==> src/rtl/dut_check_pkg.sv <==
// Shared types and MISR arithmetic for the response checker and its stimulus-side LFSR twin.
package dut_check_pkg;

    typedef enum logic [2:0] {
        ST_IDLE,
        ST_SETTLE,
        ST_CAPTURE,
        ST_CHECK,
        ST_DONE
    } chk_state_e;

    localparam int          MISR_MAX_W   = 64;
    localparam logic [31:0] DEFAULT_POLY = 32'h04C11DB7;

    // Operands are carried at MISR_MAX_W bits so one function serves every WIDTH.
    function automatic logic [MISR_MAX_W-1:0] misr_step(
        input logic [MISR_MAX_W-1:0] sig,
        input logic [MISR_MAX_W-1:0] data,
        input logic [MISR_MAX_W-1:0] poly,
        input int                    width
    );
        logic [MISR_MAX_W-1:0] mask;
        logic [MISR_MAX_W-1:0] nxt;
        logic                  msb;
        mask = (width >= MISR_MAX_W) ? '1 : ((MISR_MAX_W'(1) << width) - MISR_MAX_W'(1));
        msb  = |(sig & (MISR_MAX_W'(1) << (width - 1)));
        nxt  = sig << 1;
        if (msb) begin
            nxt = nxt ^ poly;
        end
        return (nxt ^ data) & mask;
    endfunction

endpackage

==> src/rtl/misr_reg.sv <==
// Multiple-input signature register; with data_i tied to 0 it is a plain Galois LFSR.
module misr_reg
    import dut_check_pkg::*;
#(
    parameter int                    WIDTH = 32,
    parameter logic [MISR_MAX_W-1:0] POLY  = MISR_MAX_W'(DEFAULT_POLY)
) (
    input  logic             clk,
    input  logic             rst,
    input  logic             load_i,
    input  logic             en_i,
    input  logic [WIDTH-1:0] seed_i,
    input  logic [WIDTH-1:0] data_i,
    output logic [WIDTH-1:0] sig_o
);

    logic [WIDTH-1:0] sig_q;
    logic [WIDTH-1:0] sig_d;

    always_comb begin
        sig_d = sig_q;
        if (load_i) begin
            sig_d = seed_i;
        end else if (en_i) begin
            sig_d = WIDTH'(misr_step(MISR_MAX_W'(sig_q), MISR_MAX_W'(data_i), POLY, WIDTH));
        end
    end

    always_ff @(posedge clk or posedge rst) begin
        if (rst) begin
            sig_q <= '0;
        end else begin
            sig_q <= sig_d;
        end
    end

    assign sig_o = sig_q;

endmodule

==> config.mk <==
export PLATFORM = sky130hd
export DESIGN_NAME = misr_reg
export DESIGN_NICKNAME = d
export VERILOG_FILES = /design/src/rtl/dut_check_pkg.sv /design/src/rtl/misr_reg.sv
export SDC_FILE = /design/constraint.sdc
export NUM_CORES = 1
export LEC_CHECK = 0
export ABC_AREA = 1
export CAP_MARGIN = 30
export CORE_ASPECT_RATIO = 1.25
export CORE_UTILIZATION = 40
export DETAILED_ROUTE_END_ITERATION = 10
export PLACE_DENSITY_LB_ADDON = 0.12
export SLEW_MARGIN = 0
export SYNTH_ARGS = -nofsm -noshare
export SYNTH_HDL_FRONTEND = slang
export SYNTH_SLANG_ARGS = --single-unit
==> constraint.sdc <==
create_clock -name clk -period 1.2 [get_ports clk]
set_input_delay 0.12 -clock clk [delete_from_list [all_inputs] [get_ports clk]]
set_output_delay 0.12 -clock clk [all_outputs]
set_load 0.02 [all_outputs]
* Word level (Yosys, flattened, before mapping)
Index checks and enable logic that the tools add are counted.
** Cells by class
- Add/sub/neg operators :: 0
- Multiply operators :: 0
- Div/mod/pow operators :: 0
- $lt $le $gt $ge :: 0
- Equality and inequality tests :: 0
- Shifts and indexed selects :: 0
- Muxes and demuxes :: 5
- Bitwise gates (word level) :: 2
- Reductions and logical operators :: 1
** Operators with widths (count)
- 32-bit 2-to-1 mux :: 4
- 32-bit bitwise XOR :: 1
- 27-bit 2-to-1 mux :: 1
- 14-bit NOT :: 1
- 2-bit nonzero test :: 1
** Storage, ports and cells
- Register bits :: 32
- Bits in latches :: 0
- Bits in writable memories :: 0
- Memory bits (read-only) :: 0
- Input bits :: 68
- Output and inout port bits :: 32
- Word-level logic and storage cells :: 9
- Memories kept :: 0

* Logic depth before layout (Yosys ltp)
Gate-level depths: netlist (run 1).
- Word-level depth :: 7
- Mapped depth :: 6
- Depth with buffers taken out :: 5

* Worst setup path after synthesis (run 1)
Ideal clock, no wire load.
- Path kind :: register to register
- From :: register sig_q[31] (netlist: sig_o[31])
- To :: register sig_q[1] (netlist: sig_o[1])
- Library setup time :: 122 ps
- Data arrival time :: 1087 ps
- Data required time :: 1078 ps
- Slack :: -9 ps
- Stages on the path, launching flop included :: 7
- Path buffers :: 1
- Clock period less this slack :: 1209 ps
- Cell sequence :: dfrtp_1 -> clkinv_1 -> buf_2 -> nand2_1 -> nand3_1 -> nand3_1 -> nand2_1
** On the way
- Cells in the longest elaborated chain, start to end :: 6
** Ends and longest elaborated chain
- start, declared :: line misr_reg.sv:17 : logic [WIDTH-1:0] sig_q;
- start signal, assigned :: line misr_reg.sv:33 : sig_q <= sig_d;
- 27-bit 2-to-1 mux :: line dut_check_pkg.sv:28 : if (msb) begin
- 32-bit 2-to-1 mux :: line misr_reg.sv:24 : end else if (en_i) begin
- 32-bit 2-to-1 mux :: line misr_reg.sv:22 : if (load_i) begin
- 32-bit bitwise XOR :: line dut_check_pkg.sv:31 : return (nxt ^ data) & mask;
- 32-bit 2-to-1 mux :: line misr_reg.sv:24
- 32-bit 2-to-1 mux :: line misr_reg.sv:22
Every way passes these cells. The select of a mux whose other input is x is not followed.
A chain may end at the register's enable or synchronous reset.

* Worst setup path in the final report (run 1)
- From :: register sig_q[7] (netlist: sig_o[7])
- To :: output port sig_o[7]
** RTL lines
- end, declared :: line misr_reg.sv:14 : output logic [WIDTH-1:0] sig_o
No word-level cell between the ends.

==> results of run 1 <==
-- cells by family after synthesis --
kind of cell | synth area share [%]
and+or+nand+nor | 25.41
AOI/OAI and AO/OA | 17.41
DFF | 41.59
buffers and inverters | 6.953
xor gates and xnor gates | 8.642
-- power breakdown --
| part | total, mW | leakage (nW) | internal (mW) | switching [mW] |
|---|---|---|---|---|
| Combinational | 1.34 | 1.05 | 0.675 | 0.661 |
| Clock | 0.878 | 0.0455 | 0.468 | 0.410 |
| Sequential | 1.30 | 0.387 | 1.21 | 0.0979 |
| Total | 3.52 | 1.48 | 2.35 | 1.17 |
-- cell type report --
type	instances	area share, %
clock buffer	8	2.787
timing repair buffer	129	37.48
sequential	32	24.78
multi-input combinational	176	30.66
inverter	17	2.052
tap	58	2.245
-- layer usage --
metal  up-vias  routed length, µm  part of all wire (%)  global-route usage (%)
met5         -                  0                     0                       0
met4         0                111                   1.9                   9.773
met3         8                434                   7.4                   6.857
met2        81               2949                    50                   41.60
met1      1029               2384                    41                   28.64
li1       1061                  -                     -                       -
-- synthesized netlist by cell type --
cell type | number | area (µm²)
buf_4 | 1 | 7.510
nor2_2 | 1 | 6.260
inv_1 | 14 | 52.55
clkbuf_1 | 2 | 7.510
inv_2 | 2 | 7.510
nand3b_1 | 13 | 97.59
nor2_4 | 1 | 11.26
o21ai_0 | 9 | 45.04
a22oi_1 | 32 | 240.2
dfrtp_1 | 32 | 800.8
nand2_1 | 65 | 244.0
buf_2 | 11 | 55.05
o21ai_1 | 10 | 50.05
xnor2_1 | 19 | 166.4
nand3_1 | 26 | 130.1
clkinv_1 | 1 | 3.750
-- stage by stage --
step / cell area, µm² / setup slack, ns / power [mW]
4_1_cts: 3233 / -0.02593 / 3.531
2_1_floorplan: 1927 / 0.01886 / 2.000
3_5_place_dp: 3183 / -0.2504 / 2.750
3_3_place_gp: 3183 / -0.1721 / 2.716
5_1_grt: 3232 / 0.0003543 / 3.728
6_report: 3232 / 0.02677 / 3.517
-- repair_timing --
item / 4_1_cts / 5_1_grt
resized for setup: 32 / 4
cloned: 0 / 0
setup buffers: 0 / 0
endpoints found under the setup margin: 34 / 15
-- path summary, 6_finish.rpt --
path,from,end,slack (ns)
min in group clk,seed_i[10],sig_o[10]$_DFFE_PP0P_,0.45
worst min-delay path,rst,sig_o[12]$_DFFE_PP0P_,0.17
worst max register to register,sig_o[31]$_DFFE_PP0P_,sig_o[12]$_DFFE_PP0P_,0.12
max in group asynchronous,rst,sig_o[21]$_DFFE_PP0P_,0.85
worst min register to register,sig_o[5]$_DFFE_PP0P_,sig_o[5]$_DFFE_PP0P_,0.55
worst max-delay path,sig_o[7]$_DFFE_PP0P_,sig_o[7],0.03
==> summary.md, run 1 <==
| Metric | Value |
|---|---|
| Number of cell instances on the worst register-to-register path | 5 |
| Total congestion overflow after global routing | 0 |
| Category of cells accounting for the largest share of critical-path delay | flip-flops |
| Largest clock skew in the final design | about 0.0062 ns |
| Clock latency reported for the late side of the worst-skew pair | a little under 0.3 ns |
| Syn nets | 307 |
| Count of cell instances traversed by the critical path | 1 |
| Final setup violation count | 0 |
| Placeable core area | between 0.004 and 0.005 mm² |
| Slowest stage delay, CP | a little over 0.4 ns |
| Post-placement cell count | between 400 and 500 |
| Synthesized area per cell | 8.057 µm² |
| Max-cap viol count | 0 |
| Worst slew pin tran | roughly 0.33 ns |
| Leading cell type in the layout, fill and taps excluded | clkdlybuf4s50_1 |
| Initial core utilization | a little over two fifths |
| Period Utilization, post-route | between 90% and 100% |
| Share of layout cells above drive strength 1 | 11.60% |
| Number of I/O port buffers | 99 |
| Total die area | 0.005097 mm² |
| Number of fill cells in the layout | 396 |
| Global routing usage summed across all routing layers | between 20 and 25% |
| Largest net degree at the start of global routing | 33 |
| Reg clk slew, reported paths | approximately 0.070 ns |
| Worst-path cell with the longest stage delay | dfrtp_1 |
| Area taken by multi-input logic gates | about 990 µm² |
| Largest register FFs | 32 |
| Pwr Density | approximately 1100 mW/mm² |
| Minimum clock period after layout | roughly 1.2 ns |
| Required time reported for the critical path endpoint | roughly 1.1 ns |
| Layout-stage area growth over the synthesis result | 67.84% |
| Mean number of vias per cell | 5.188 |
| Sequential share of the synthesized area | roughly 42% |
| Flop and latch count out of synthesis | 32 |
| Initial antenna violation count | 0 |
| Post-DP HPWL | ~4.3 mm |
| Startpoint kind of the worst setup timing path | flop |
| CP cell instances | dlygate4sd2_1 |
| Worst path bufs/invs | 1 |
| Level count of the clock H-tree | 2 |
| Weighted congestion at the end of routability-driven global placement | 0.7636 |
| Sequential cell area | about 800 µm² |
| Clock tree from TritonCTS | yes |
| Tightest hold margin | about 0.17 ns |
| Fin. max-slew vios | 0 |
| Via count of the first global-routing pass | between 2,000 and 2,500 |
| Number of iterations in the first detailed-routing pass | 4 |
| Outcome | completed |
| Count of cell types in the netlist | 16 |
| Class of the most critical setup path | reg2out |
| Row cnt | 27 |
| Final wirelength | 5.879 mm |
| Min-Delay Path Class | in2async |
| Total CTS buffers | 5 |
| Num ports | 100 |
| Total of warnings raised by yosys | 0 |
| Number of buffers added to fix hold violations after cts | 0 |
| Commonest non-fill, non-tap cells in the layout | clkdlybuf4s50_1, nand2_1, a22oi_1, dfrtp_1, dlygate4sd2_1 |
| Highest attainable clock frequency | 0.8523 GHz |
| Setup repair after global routing missed its margin | no |
| Gate Count Post-Synth | between 200 and 250 |
| Crit path max fanout | 5 |
| Sink Count | 32 |
| Signal arrival time at the worst endpoint | ~1.1 ns |
| N_diodes | 0 |
| Clock root buffer master | clkbuf_8 |
| Final Net Count | between 400 and 500 |
| Cell leakage power | around 1.5 nW |
| Wire length of the first global-routing pass | about 9.4 mm |
| Die boundary height | roughly 80 µm |
| Number of hold-slack violations in the final timing report | 0 |
| Final antenna-violating net count | 0 |
| Die width | ~64 µm |
| Remaining DRCs | 0 |
| CTS Buffer Depth | 2 |
| VDD IR max | 0.0006752 V |
| Share of the core filled with cells in the final layout | 71.39% |
| Number of design-rule violations left by the first detailed-router iteration | around 170 |
| Synthesized area | between 0.0015 and 0.002 mm² |
| Filler-free cell count of the finished design | 420 |
| Total negative setup slack | 0 ns |
| Via count | 2,179 |
| Routed length per placed instance | between 10 and 15 µm |
| Endpoint kind of the worst setup timing path | output pin |
| Worst slew slack as a fraction of its limit | 78.22% |
Note: power is estimated with default switching activity, not from simulation.
==> inputs of run 2 (changes only) <==
- ABC_AREA: 1 -> 0
- CORE_UTILIZATION: 40 -> 41
==> summary.md, run 2 <==
| Metric | Value |
|---|---|
| Post-synth ARST share | 100.0% (unchanged) |
| Number of hold-slack violations in the final timing report | 0 (unchanged) |
| Cell leakage power | 1.427 nW (was 1.482 nW) |
| Die width | 64.72 µm (was 64.06 µm) |
| Final setup violation count | 0 (unchanged) |
| Via count of the first global-routing pass | 1,852 (was 2,082) |
| Fraction of synthesized cell area taken by the top area cell type | 39.73% (was 41.59%) |
| Remaining DRCs | 0 (unchanged) |
| Final Net Count | 390 (was 429) |
| Weighted congestion at the end of routability-driven global placement | 0.7002 (was 0.7636) |
| Outcome | completed (unchanged) |
| Filler-free cell count of the finished design | 383 (was 420) |
| Global routing usage summed across all routing layers | 20.63% (was 24.41%) |
| Reg clk slew, reported paths | 0.07 ns (about the same) |
| Int Pwr | 2.324 mW (was 2.349 mW) |
| Pwr Density | 1084 mW/mm² (was 1088 mW/mm²) |
| Class of the most critical setup path | reg2out (unchanged) |
| Synthesized area per cell | 9.463 µm² (was 8.057 µm²) |
| Worst slew pin tran | 0.2541 ns (was 0.3262 ns) |
| Worst-path cell with the longest stage delay | dfrtp_1 (unchanged) |
| Worst slew slack as a fraction of its limit | 83.06% (was 78.22%) |
| Origin of the worst setup path | sig_o[10]$_DFFE_PP0P_ (was sig_o[7]$_DFFE_PP0P_) |
| Clk pwr share | 25.3% (was 25.0%) |
| Final antenna-violating net count | 0 (unchanged) |
| Reported net switching power | 1.136 mW (was 1.169 mW) |
| Max-cap viol count | 0 (unchanged) |
| Area leader, netlist | dfrtp_1 (unchanged) |
| Category of cells accounting for the largest share of critical-path delay | flip-flops (unchanged) |
| Sink Count | 32 (unchanged) |
| Gate Count Post-Synth | 213 (was 239) |
| Number of design-rule violations left by the first detailed-router iteration | 83 (was 169) |
| Initial core utilization | 42.62% (was 42.54%) |
| Portion of total power attributed to combinational logic | 36.5% (was 38.0%) |
| Largest register FFs | 32 (unchanged) |
| Required time reported for the critical path endpoint | 1.08 ns (about the same) |
| Number of flops mapped to enable cells by yosys | 0 (unchanged) |
| Fin. max-slew vios | 0 (unchanged) |
| Placeable core area | 0.004730 mm² (was 0.004527 mm²) |
| CTS Buffer Depth | 2 (unchanged) |
| Clock tree from TritonCTS | yes (unchanged) |
| Largest cells by area after synthesis | dfrtp_1, xor2_1, mux2i_1 (was dfrtp_1, nand2_1, a22oi_1) |
| Total negative setup slack | 0 ns (unchanged) |
| Net switching fraction of the power | 32.83% (was 33.23%) |
| Min-Delay Path Class | in2async (unchanged) |
| Post-CTS setup buffers | 0 (unchanged) |
| Final wirelength | 5.104 mm (was 5.879 mm) |
| Row cnt | 28 (was 27) |
| Number of iterations in the first detailed-routing pass | 4 (unchanged) |
| Initial antenna violation count | 0 (unchanged) |
| Synthesized area | 0.002016 mm² (was 0.001926 mm²) |
| Level count of the clock H-tree | 2 (unchanged) |
| Total die area | 0.005202 mm² (was 0.005097 mm²) |
| Minimum clock period after layout | 1.150 ns (was 1.173 ns) |
| Startpoint kind of the worst setup timing path | flop (unchanged) |
| Layout-stage area growth over the synthesis result | 58.29% (was 67.84%) |
| Routed length per placed instance | 13.33 µm (was 14.00 µm) |
| Clock latency reported for the late side of the worst-skew pair | 0.28 ns (was 0.29 ns) |
| N_diodes | 0 (unchanged) |
| Period Utilization, post-route | 95.80% (was 97.77%) |
| Post-DP HPWL | 3.664 mm (was 4.272 mm) |
| Beginning of the worst register-to-register path | sig_o[31]$_DFFE_PP0P_ (unchanged) |
| Num ports | 100 (unchanged) |
| Wire length of the first global-routing pass | 8.252 mm (was 9.446 mm) |
| Commonest non-fill, non-tap cells in the layout | clkdlybuf4s50_1, xor2_1, dlygate4sd2_1, dfrtp_1 (was clkdlybuf4s50_1, nand2_1, a22oi_1, dfrtp_1, dlygate4sd2_1) |
| Die boundary height | 80.39 µm (was 79.57 µm) |
| Mean number of vias per cell | 4.922 (was 5.188) |
| Worst path bufs/invs | 1 (unchanged) |
| VDD IR max | 0.0007424 V (was 0.0006752 V) |
| Share of layout cells above drive strength 1 | 9.598% (was 11.60%) |
| Leading cell type in the layout, fill and taps excluded | clkdlybuf4s50_1 (unchanged) |
| Total CTS buffers | 5 (unchanged) |
| Total of warnings raised by yosys | 0 (unchanged) |
| Fraction of power consumed by sequential logic | 38.2% (was 37.1%) |
| Via count | 1,885 (was 2,179) |
| Count of cell types in the netlist | 19 (was 16) |
| Main synth FF type | dfrtp_1 (unchanged) |
| Clock root buffer master | clkbuf_8 (unchanged) |
| Setup repair after global routing missed its margin | no (unchanged) |
| CP cell instances | dlygate4sd2_1 (unchanged) |
| Flop and latch count out of synthesis | 32 (unchanged) |
| Highest attainable clock frequency | 0.8699 GHz (was 0.8523 GHz) |
| Signal arrival time at the worst endpoint | 1.03 ns (was 1.05 ns) |
| Number of I/O port buffers | 99 (unchanged) |
| Endpoint kind of the worst setup timing path | output pin (unchanged) |
| Top cells by count, synth | dfrtp_1, xor2_1, mux2i_1, nand2_1, o21ai_1 (was nand2_1, a22oi_1, dfrtp_1) |
| Sequential share of the synthesized area | 39.73% (was 41.59%) |
| Slowest stage delay, CP | 0.41 ns (about the same) |
| Largest net degree at the start of global routing | 49 (was 33) |
| Crit path max fanout | 4 (was 5) |
| Post-placement cell count | 375 (was 412) |
| Syn nets | 281 (was 307) |
| Overall power consumption | 3.459 mW (was 3.517 mW) |
| Total congestion overflow after global routing | 0 (unchanged) |
| Largest clock skew in the final design | 0.003907 ns (was 0.006203 ns) |
-- run 2: changes by cell type in the layout (fill, tap and decap cells not counted), sizes merged, moves of 13 or more --
cell	delta
a22oi	-32
nand3	-13
a21oi	+13
xnor2	-19
nor3b	+13
inv	-16
mux2i	+19
o211ai	+13
xor2	+32
nand2	-46
-- run 2: routing by layer --
layer | GRT usage [%] | wire [µm] | vias up | part of all wire (%)
li1 | - | - | 964 | -
met1 | 25.00 | 2275 | 852 | 45
met2 | 34.48 | 2448 | 65 | 48
met3 | 6.676 | 350 | 4 | 6.9
met4 | 6.000 | 29 | 0 | 0.57
met5 | 0 | 0 | - | 0
-- run 2: path summary, 6_finish.rpt --
kind	end	slack, ns	depth (start not counted)
min in group clk	sig_o[27]$_DFFE_PP0P_	0.22	3
worst min register to register	sig_o[17]$_DFFE_PP0P_	0.60	2
worst min-delay path	sig_o[13]$_DFFE_PP0P_	0.19	3
worst max register to register	sig_o[10]$_DFFE_PP0P_	0.09	4
max in group asynchronous	sig_o[21]$_DFFE_PP0P_	0.83	3
worst max-delay path	sig_o[10]	0.05	1
-- run 2: cell families (layout without fill, tap and decap cells) --
kind of cell / after synthesis / count (layout) / share of synthesized area [%]
AND/OR/NAND/NOR: 67 / 67 / 17.94
flip-flops: 32 / 32 / 39.73
buffers and inverters: 18 / 128 / 6.207
AO/OA/AOI/OAI: 45 / 45 / 12.79
XOR/XNOR: 32 / 32 / 13.90
multiplexers: 19 / 19 / 9.435
-- run 2: final cells by class --
class / instances / area, µm²
timing repair buffer: 119 / 1129
clock inverter: 2 / 10.01
tap: 60 / 75.07
sequential: 32 / 800.8
multi-input combinational: 163 / 1090
inverter: 1 / 3.754
fill: 417 / 1539
clock buffer: 6 / 82.58
-- run 2: what timing repair did --
action | in CTS | in global routing
hold buffers | 0 | 0
endpoints found under the setup margin | 32 | 0
hold endpoints to repair | 0 | 0
resized for setup | 32 | 0
-- run 2: through the flow --
step                hold slack [ns]  setup WS, ns  instance area (µm²)  util (%)
detailed placement           0.5045       0.07520                 3138     66.35
global route                 0.2018      0.004814                 3191     67.46
floorplan                    0.2362       0.02395                 2016         -
CTS                          0.1992       0.03936                 3191     67.46
global placement             0.4873        0.1008                 3138     66.35
finish                       0.1908       0.05041                 3191     67.46
-- run 2: power by group through the flow --
stage               clock network [mW]  logic [mW]  registers [mW]
floorplan                            0       0.508            1.53
global placement                     0        1.36            1.34
detailed placement                   0        1.37            1.35
CTS                              0.896        1.28            1.33
global route                     0.945        1.38            1.34
finish                           0.873        1.26            1.32
